===== src/rtl/channel_tx_bridge.sv =====
// channel_tx_bridge: clocked transmitter for a 4-phase bundled-data req/ack
// channel. Words from a valid/ready producer are buffered in a small FIFO,
// placed on ch_data, and each word is sent with one full req+/ack+/req-/ack-
// handshake, with programmable setup (forward) and back-off latencies.
//
// Handshake semantics (producer side): a word transfers on the rising clock
// edge where in_valid && in_ready are both 1. in_ready depends only on
// registered FIFO occupancy, never on in_valid, so the producer may raise or
// drop in_valid at any time without losing or duplicating a word.

module channel_tx_bridge #(
  parameter int WIDTH  = 8,
  parameter int DEPTH  = 4,
  parameter int FL_CYC = 2,
  parameter int BL_CYC = 2
) (
  input  logic                     clk,
  input  logic                     rst_n,
  input  logic [WIDTH-1:0]         in_data,
  input  logic                     in_valid,
  output logic                     in_ready,
  output logic                     ch_req,
  output logic [WIDTH-1:0]         ch_data,
  input  logic                     ch_ack,
  output logic [15:0]              tok_count,
  output logic                     busy,
  output logic [2:0]               dbg_state,
  output logic [$clog2(DEPTH):0]   dbg_count
);

  localparam int AW = $clog2(DEPTH);
  localparam logic [AW:0] FULL_CNT = (AW+1)'(DEPTH);
  localparam logic [7:0]  FL_LOAD  = 8'(FL_CYC);
  localparam logic [7:0]  BL_LOAD  = 8'(BL_CYC);

  typedef enum logic [2:0] {
    S_IDLE    = 3'd0,
    S_SETUP   = 3'd1,
    S_REQ_HI  = 3'd2,
    S_REQ_LO  = 3'd3,
    S_BACKOFF = 3'd4
  } state_e;

  // ack synchronizer
  logic ack_s1_q, ack_s_q;

  // FIFO
  logic [WIDTH-1:0] mem_q [DEPTH];
  logic [AW-1:0]    wr_ptr_q, wr_ptr_d;
  logic [AW-1:0]    rd_ptr_q, rd_ptr_d;
  logic [AW:0]      count_q, count_d;
  logic             push, pop;
  logic             fifo_empty;

  // FSM and channel registers
  state_e           state_q, state_d;
  logic [7:0]       cnt_q, cnt_d;
  logic             ch_req_q, ch_req_d;
  logic [WIDTH-1:0] ch_data_q, ch_data_d;
  logic [15:0]      tok_q, tok_d;

  assign fifo_empty = (count_q == '0);
  assign in_ready   = (count_q != FULL_CNT);
  assign push       = in_valid && in_ready;
  // The only pop point: the edge that drops req after ack+ is seen.
  assign pop        = (state_q == S_REQ_HI) && ack_s_q;

  assign ch_req    = ch_req_q;
  assign ch_data   = ch_data_q;
  assign tok_count = tok_q;
  assign busy      = !fifo_empty || (state_q != S_IDLE);
  assign dbg_state = state_q;
  assign dbg_count = count_q;

  // Two-flop synchronizer bringing the asynchronous ch_ack into clk.
  always_ff @(posedge clk or negedge rst_n) begin
    if (!rst_n) begin
      ack_s1_q <= 1'b0;
      ack_s_q  <= 1'b0;
    end else begin
      ack_s1_q <= ch_ack;
      ack_s_q  <= ack_s1_q;
    end
  end

  // FIFO storage; contents are logically discarded by the pointer reset.
  always_ff @(posedge clk) begin
    if (push) begin
      mem_q[wr_ptr_q] <= in_data;
    end
  end

  // FIFO pointer and occupancy next-state; pointers wrap modulo DEPTH.
  always_comb begin
    wr_ptr_d = wr_ptr_q;
    rd_ptr_d = rd_ptr_q;
    count_d  = count_q;
    if (push) begin
      wr_ptr_d = wr_ptr_q + 1'b1;
    end
    if (pop) begin
      rd_ptr_d = rd_ptr_q + 1'b1;
    end
    case ({push, pop})
      2'b10:   count_d = count_q + 1'b1;
      2'b01:   count_d = count_q - 1'b1;
      default: count_d = count_q;
    endcase
  end

  // FIFO pointer and occupancy registers.
  always_ff @(posedge clk or negedge rst_n) begin
    if (!rst_n) begin
      wr_ptr_q <= '0;
      rd_ptr_q <= '0;
      count_q  <= '0;
    end else begin
      wr_ptr_q <= wr_ptr_d;
      rd_ptr_q <= rd_ptr_d;
      count_q  <= count_d;
    end
  end

  // FSM state register.
  always_ff @(posedge clk or negedge rst_n) begin
    if (!rst_n) begin
      state_q <= S_IDLE;
    end else begin
      state_q <= state_d;
    end
  end

  // FSM next-state logic; only the synchronized ack is observed.
  always_comb begin
    state_d = state_q;
    case (state_q)
      S_IDLE:    if (!fifo_empty)   state_d = S_SETUP;
      S_SETUP:   if (cnt_q == '0)   state_d = S_REQ_HI;
      S_REQ_HI:  if (ack_s_q)       state_d = S_REQ_LO;
      S_REQ_LO:  if (!ack_s_q)      state_d = S_BACKOFF;
      S_BACKOFF: if (cnt_q == '0)   state_d = S_IDLE;
      default:                      state_d = S_IDLE;
    endcase
  end

  // FSM output logic: channel data, request, latency counter, token count.
  // ch_data is only reloaded in IDLE, so it holds through REQ_LO.
  always_comb begin
    ch_req_d  = ch_req_q;
    ch_data_d = ch_data_q;
    cnt_d     = cnt_q;
    tok_d     = tok_q;
    case (state_q)
      S_IDLE: begin
        if (!fifo_empty) begin
          ch_data_d = mem_q[rd_ptr_q];
          cnt_d     = FL_LOAD;
        end
      end
      S_SETUP: begin
        if (cnt_q == '0) begin
          ch_req_d = 1'b1;
        end else begin
          cnt_d = cnt_q - 8'd1;
        end
      end
      S_REQ_HI: begin
        if (ack_s_q) begin
          ch_req_d = 1'b0;
          tok_d    = tok_q + 16'd1;
        end
      end
      S_REQ_LO: begin
        if (!ack_s_q) begin
          cnt_d = BL_LOAD;
        end
      end
      S_BACKOFF: begin
        if (cnt_q != '0) begin
          cnt_d = cnt_q - 8'd1;
        end
      end
      default: begin
        ch_req_d = 1'b0;
      end
    endcase
  end

  // Channel output and counter registers; reset drops ch_req immediately.
  always_ff @(posedge clk or negedge rst_n) begin
    if (!rst_n) begin
      ch_req_q  <= 1'b0;
      ch_data_q <= '0;
      cnt_q     <= '0;
      tok_q     <= '0;
    end else begin
      ch_req_q  <= ch_req_d;
      ch_data_q <= ch_data_d;
      cnt_q     <= cnt_d;
      tok_q     <= tok_d;
    end
  end

endmodule


===== config.mk =====
export PLATFORM = sky130hd
export DESIGN_NAME = channel_tx_bridge
export DESIGN_NICKNAME = d
export VERILOG_FILES = /design/src/rtl/channel_tx_bridge.sv
export SDC_FILE = /design/constraint.sdc
export NUM_CORES = 1
export LEC_CHECK = 0
export CAP_MARGIN = 20
export CORE_ASPECT_RATIO = 1.1
export CORE_MARGIN = 3
export CORE_UTILIZATION = 25
export DETAILED_ROUTE_END_ITERATION = 7
export SYNTH_ARGS = -nofsm -noshare
export SYNTH_HDL_FRONTEND = slang
export SYNTH_SLANG_ARGS = --single-unit

===== constraint.sdc =====
create_clock -name clk -period 2.2 [get_ports clk]
set_input_delay 0.22 -clock clk [delete_from_list [all_inputs] [get_ports clk]]
set_output_delay 0.22 -clock clk [all_outputs]
set_load 0.005 [all_outputs]

==> results of run 1 <==
## cells in the mapped netlist (all sizes together), types with 4 or more instances
cell | instances | area share [%]
and3 | 5 | 0.93
buf | 5 | 0.86
clkbuf | 4 | 0.48
dfrtp | 45 | 34
edfxtp | 32 | 29
ha | 8 | 3.0
inv | 12 | 1.3
mux2 | 10 | 3.4
mux4 | 8 | 5.4
nand2 | 7 | 0.78
nand3 | 9 | 1.3
nand4 | 4 | 0.75
nor2 | 11 | 1.2
nor3 | 7 | 1.0
nor4 | 7 | 1.8
o21ai | 8 | 1.2
or4 | 5 | 1.2
xnor2 | 12 | 3.1
xor2 | 10 | 2.6
## placed cells by master (no fill, tap or decap), drive strengths merged, types with 2 or more instances in the layout
| master | synthesis | final |
|---|---|---|
| nand2 | 7 | 7 |
| and3 | 5 | 5 |
| xnor2 | 12 | 12 |
| or4 | 5 | 5 |
| bufinv | 0 | 2 |
| nor4 | 7 | 7 |
| mux2 | 10 | 10 |
| clkdlybuf4s50 | 0 | 43 |
| mux4 | 8 | 8 |
| buf | 5 | 14 |
| mux2i | 3 | 3 |
| nand3 | 9 | 9 |
| a21oi | 3 | 3 |
| and2 | 2 | 2 |
| clkbuf | 4 | 10 |
| or2 | 2 | 2 |
| nand2b | 2 | 2 |
| nor3 | 7 | 7 |
| inv | 12 | 14 |
| o21bai | 3 | 3 |
| dfrtp | 45 | 45 |
| o21ai | 8 | 8 |
| ha | 8 | 8 |
| edfxtp | 32 | 32 |
| o31ai | 3 | 3 |
| nor2 | 11 | 11 |
| nand4 | 4 | 4 |
| xor2 | 10 | 10 |
| nor4b | 2 | 2 |
## cell type report
type / instances / area, um2 / share of cell area, %
Tap cell: 157 / 196.4 / 4.479
Timing Repair Buffer: 58 / 555.5 / 12.67
Multi-Input combinational cell: 142 / 1179 / 26.88
Clock buffer: 10 / 229.0 / 5.221
Clock inverter: 6 / 93.84 / 2.140
Inverter: 12 / 45.04 / 1.027
Sequential cell: 77 / 2087 / 47.59
## metrics by stage
step                total power, mW  hold WS [ns]  cells  utilization (%)
floorplan                     3.054      -0.07559    240                -
global placement              3.727        0.2536    445            31.52
detailed placement            3.770        0.2504    445            31.52
CTS                           5.402        0.3177    462            34.11
global route                  5.669        0.3245    462            34.11
finish                        5.299        0.3306    462            34.11
## metal layers
layer,vias up,part of all wire [%],wire (um)
met5,-,0,0
met4,0,2.3,149
met3,11,3.6,237
met2,35,52,3398
met1,1016,42,2780
li1,1001,-,-
## kinds of logic after synthesis
family          after synthesis  synth area share (%)
mux                          21                 9.620
compound gates               22                 4.251
fa+ha+maj                     9                 3.580
buf+inv                      21                 2.684
simple gates                 68                 11.93
flops                        77                 62.19
xor+xnor                     22                 5.742
## registers in the layout, indices dropped and copies added, names as in the netlist
name / count
mem_q: 32
wr_ptr_q: 2
dbg_count: 3
cnt_q: 8
tok_count: 16
rd_ptr_q: 2
ack_s_q: 1
ack_s1_q: 1
ch_data: 8
dbg_state: 3
ch_req: 1
## repair_timing
action                                 in CTS  in global routing
endpoints found under the hold margin      19                  0
hold buffers                                1                  0
setup buffers                               0                  0
## final timing paths
path | depth (start not counted) | start | endpoint | slack, ns
max | 7 | dbg_state[1]$_DFFE_PN0P_ | dbg_count[2]$_DFFE_PN0P_ | 0.19
min | 1 | ch_ack | ack_s1_q$_DFF_PN0_ | 0.33
max reg2reg | 7 | dbg_state[1]$_DFFE_PN0P_ | dbg_count[2]$_DFFE_PN0P_ | 0.19
min reg2reg | 0 | ack_s1_q$_DFF_PN0_ | ack_s_q$_DFF_PN0_ | 0.35
max in group asynchronous | 3 | rst_n | cnt_q[2]$_DFFE_PN0P_ | 1.26
min in group asynchronous | 2 | rst_n | tok_count[15]$_DFFE_PN0P_ | 0.41
## power groups by stage
stage / sequential, mW / combinational [mW] / clock [mW]
6_report: 2.05 / 1.66 / 1.59
3_3_place_gp: 2.07 / 1.66 / 0
3_5_place_dp: 2.08 / 1.69 / 0
4_1_cts: 2.06 / 1.70 / 1.65
5_1_grt: 2.10 / 1.87 / 1.70
2_1_floorplan: 2.05 / 1.00 / 0
## worst max-delay path, cell delays in order, from the launching register on
cell and delay, ns:
dfrtp_1 0.48, and4bb_2 0.38, ha_1 0.22, inv_1 0.06, fa_1 0.37, xor2_1 0.16, nor2_1 0.11, xor2_1 0.16
==> impl_metrics.py, run 1 <==
metrics = {
    "routing": {
        "ant_nets": 0,
        "vias": 2063,
        "wire_per_inst_um": 14.21,
        "drtPass1Iterations": 4,
        "routed_wl_um": 6566,
        "vias_per_cell": 4.465,
        "first_iter_violations": 75,
        "drc_errors": 0,
    },
    "min_path": {
        "min_path_type": "in2reg",
    },
    "setup_path": {
        "endpoint_kind": "register",
        "critPathMaxFanout": 9,
        "required_ns": 2.45,
        "critPathLaunchType": "register",
        "arrival_ns": 2.26,
        "critPathKind": "reg2reg",
    },
    "timing": {
        "period_share_pct": 91.41,
        "worstMarginPinSlew_ns": 0.5555,
        "finalSetupTns_ns": 0,
        "finClkSkew_ns": 0.007753,
        "rsz0062_at_grt": "false",
        "min_period_ns": 2.011,
        "maxSlewViolCount": 0,
        "setup_viol": 0,
        "timing.fmax_mhz": 497.3,
        "finalHoldViolations": 0,
        "slew-limit-headroom_pct": 62.96,
        "layout_setup_ws_ns": 0.1891,
    },
    "final_layout": {
        "drive_above_1_share_pct": 17.38,
        "fillCellCount": 1257,
        "antenna_cells": 0,
        "area_growth_pct": 30.69,
        "finish.net_count": 321,
        "fin_area_um2": 4385,
    },
    "place": {
        "pre_cts_slack_ns": 0.1308,
        "dp_hpwl_um": 4589,
        "place_area_um2": 4053,
        "io_buffers": 44,
        "place.gp.congestion": 0.8009,
    },
    "clocking": {
        "clockRootBuffer": "clkbuf_16",
        "worst_setup_hold_path_clk_slew_ns": 0.06,
        "worstSkewPairLatency_ns": 0.34,
        "tritoncts": "built",
        "cts_buffer_depth": 2,
        "clock_sinks": 77,
        "cts-resized-gates": 0,
        "cts_buffers": 9,
        "htreeDepth": 3,
    },
    "logic_synthesis": {
        "ys_types": 44,
        "synth_seq_area_share_pct": 62.19,
        "syn_nets": 261,
        "synth_edf_count": 32,
        "synth_cells": 240,
        "ys_ff_latch": 77,
        "async_flop_share_pct": 58.44,
        "syn_area_per_cell_um2": 13.98,
        "synth.cell_area_um2": 3356,
        "yosysWarnings": 0,
        "synthFlopType": "dfrtp_1",
    },
    "pwr": {
        "p_seq_share_pct": 38.6,
        "ir_drop_mv": 0.6148,
        "p_leak_nw": 1.726,
        "p_per_area_nw_per_um2": 1208,
        "power.share.switching_pct": 29.25,
        "p_clk_share_pct": 30.1,
        "combPwrFrac_pct": 31.3,
        "p_sw_mw": 1.550,
        "intPower_mw": 3.749,
    },
    "floorplan": {
        "die_x_um": 116.5,
        "core_um2": 12860,
        "fp.dieH_um": 127.5,
        "rows": 43,
        "ios": 45,
        "start_util_pct": 26.10,
        "design.die.area_um2": 14850,
    },
    "flow_run": {
        "max_cap_viol_count": 0,
    },
    "grt": {
        "grt_antenna_before_repair": 0,
        "grt_max_degree": 27,
        "grt_pass1_wl_um": 10820,
        "met2_usage_pct": 16.30,
        "grt_util_met3_pct": 2.274,
        "gr-usage-met1_pct": 11.28,
        "grt_use_total_pct": 9.668,
        "grt_pass1_vias": 2147,
        "grt_remaining_overflow": 0,
        "busiest_layer": "met2",
    },
    "status": {
        "outcome": "completed",
    },
}
Note: power is estimated with default switching activity, not from simulation.
==> run 2: changes to the inputs <==
--- a/config.mk
+++ b/config.mk
@@ -10,6 +10,7 @@
 export CORE_MARGIN = 3
 export CORE_UTILIZATION = 25
 export DETAILED_ROUTE_END_ITERATION = 7
+export GPL_ROUTABILITY_DRIVEN = 0
 export SYNTH_ARGS = -nofsm -noshare
 export SYNTH_HDL_FRONTEND = slang
 export SYNTH_SLANG_ARGS = --single-unit
==> results of run 2 <==
No change in the layout: final DEF, timing and power equal those of run 1.
==> run 3: changes to the inputs <==
--- a/config.mk
+++ b/config.mk
@@ -8,7 +8,7 @@
 export CAP_MARGIN = 20
 export CORE_ASPECT_RATIO = 1.1
 export CORE_MARGIN = 3
-export CORE_UTILIZATION = 25
+export CORE_UTILIZATION = 35
 export DETAILED_ROUTE_END_ITERATION = 7
 export GPL_ROUTABILITY_DRIVEN = 0
 export SYNTH_ARGS = -nofsm -noshare
==> impl_metrics.py, run 3 (synthesized netlist as in run 1, its figures left out) <==
metrics = {
    "timing": {
        "timing.fmax_mhz": 497.9,
        "rsz0062_at_grt": "false",
        "period_share_pct": 91.29,
        "finClkSkew_ns": 0.008679,
        "maxSlewViolCount": 0,
        "setup_viol": 0,
        "worstMarginPinSlew_ns": 0.5286,
        "slew-limit-headroom_pct": 64.63,
        "finalHoldViolations": 0,
        "finalSetupTns_ns": 0,
        "whs_ns": 0.3042,
        "min_period_ns": 2.008,
    },
    "setup_path": {
        "required_ns": 2.47,
        "r2r-start": "dbg_state[0]$_DFFE_PN0P_",
        "critPathMaxFanout": 17,
        "r2r_cells": 5,
        "endpoint_kind": "register",
        "reg2reg_to": "cnt_q[3]$_DFFE_PN0P_",
        "critPathLaunchType": "register",
        "r2r_setup_slack_ns": 0.19,
        "critPathKind": "reg2reg",
        "arrival_ns": 2.28,
    },
    "routing": {
        "vias_per_cell": 4.966,
        "first_iter_violations": 108,
        "ant_nets": 0,
        "vias": 2071,
        "wire_per_inst_um": 14.81,
        "drc_errors": 0,
        "drtPass1Iterations": 4,
        "routed_wl_um": 6177,
    },
    "pwr": {
        "p_seq_share_pct": 43.3,
        "power.share.switching_pct": 31.96,
        "combPwrFrac_pct": 33.1,
        "p_per_area_nw_per_um2": 1142,
        "p_sw_mw": 1.532,
        "ir_drop_mv": 0.5374,
        "p_leak_nw": 1.667,
        "p_clk_share_pct": 23.6,
        "intPower_mw": 3.261,
    },
    "final_layout": {
        "antenna_cells": 0,
        "fin_cells": 417,
        "drive_above_1_share_pct": 17.16,
        "multi_input_area_um2": 1179,
        "final_cell_mix": "45 x dfrtp_1, 43 x clkdlybuf4s50_1, 32 x edfxtp_1",
        "largest_reg_flops": 32,
        "final_common_cell": "dfrtp_1",
        "regArea_um2": 2087,
        "area_growth_pct": 25.09,
        "fillCellCount": 810,
        "regMostFlops": "mem_q",
        "finish.net_count": 319,
    },
    "clocking": {
        "htreeDepth": 3,
        "clock_sinks": 77,
        "worstSkewPairLatency_ns": 0.35,
        "tritoncts": "built",
        "clockRootBuffer": "clkbuf_8",
        "worst_setup_hold_path_clk_slew_ns": 0.09,
        "cts_buffers": 9,
        "cts_buffer_depth": 2,
    },
    "grt": {
        "grt_pass1_wl_um": 10290,
        "grt_use_total_pct": 12.33,
        "grt_max_degree": 18,
        "grt_remaining_overflow": 0,
        "grt_pass1_vias": 2080,
        "grt_antenna_before_repair": 0,
    },
    "floorplan": {
        "core_um2": 9099,
        "design.die.area_um2": 10800,
        "die_x_um": 99.36,
        "rows": 36,
        "fp.dieH_um": 108.7,
        "ios": 45,
        "start_util_pct": 36.88,
    },
    "min_path": {
        "min_path_type": "in2async",
    },
    "place": {
        "io_buffers": 44,
        "place_inst": 400,
        "dp_hpwl_um": 4398,
    },
    "status": {
        "outcome": "completed",
    },
    "flow_run": {
        "max_cap_viol_count": 0,
    },
}
==> run 3: worst max-delay path by stage <==
stage                                  start                       end  slack (ns)  cells after the start
floorplan           dbg_state[2]$_DFFE_PN0P_  dbg_count[2]$_DFFE_PN0P_        0.15                      9
global placement                    in_valid  dbg_count[2]$_DFFE_PN0P_        0.19                      9
detailed placement                  in_valid  dbg_count[2]$_DFFE_PN0P_        0.14                      9
CTS                 dbg_count[1]$_DFFE_PN0P_                      busy        0.17                      4
global route        dbg_count[1]$_DFFE_PN0P_                      busy        0.06                      4
finish              dbg_state[0]$_DFFE_PN0P_      cnt_q[3]$_DFFE_PN0P_        0.19                      5
==> run 3: critical path: stages, from the launching register on <==
cell and delay [ns]:
dfrtp_1 0.46, buf_4 0.18, and2_1 0.13, a221o_1 0.46, or4_1 0.56, a21oi_1 0.15
==> run 3: per-stage QoR <==
stage | utilization, % | instance area [um2] | setup slack (ns) | total power [mW]
after floorplan | - | 3356 | 0.1489 | 3.054
after global placement | 43.65 | 3971 | 0.1928 | 3.681
final | 46.14 | 4198 | 0.1917 | 4.793
after detailed placement | 43.65 | 3971 | 0.1357 | 3.723
after global routing | 46.14 | 4198 | 0.06028 | 5.128
after CTS | 46.14 | 4198 | 0.1714 | 4.874
==> run 3: final cells by class <==
type	count	share of cell area (%)
clock buffer	9	2.951
clock inverter	7	2.206
inverter	12	1.073
multi-input combinational	142	28.08
sequential	77	49.72
tap	114	3.398
timing repair buffer	56	12.58
==> run 3: repair_timing <==
| item | CTS | global route |
|---|---|---|
| hold buffers | 1 | 0 |
| endpoints found under the setup margin | 0 | 0 |
| resized for setup | 0 | 0 |
| endpoints found under the hold margin | 12 | 0 |
| buffers inserted | 0 | 0 |
==> run 3: power by group through the flow <==
stage                     registers (mW)  logic [mW]  clock network [mW]
after floorplan                     2.05        1.00                   0
after global placement              2.10        1.59                   0
after detailed placement            2.10        1.62                   0
after CTS                           2.08        1.62                1.17
after global routing                2.12        1.77                1.24
final                               2.07        1.59                1.13
==> run 3: layer usage <==
layer / part of all wire (%) / global-route usage, % / vias up
met5: 0 / 0 / -
met4: 1.1 / 3.805 / 0
met3: 3.8 / 4.159 / 5
met2: 52 / 20.87 / 44
met1: 44 / 14.94 / 1023
li1: - / - / 999
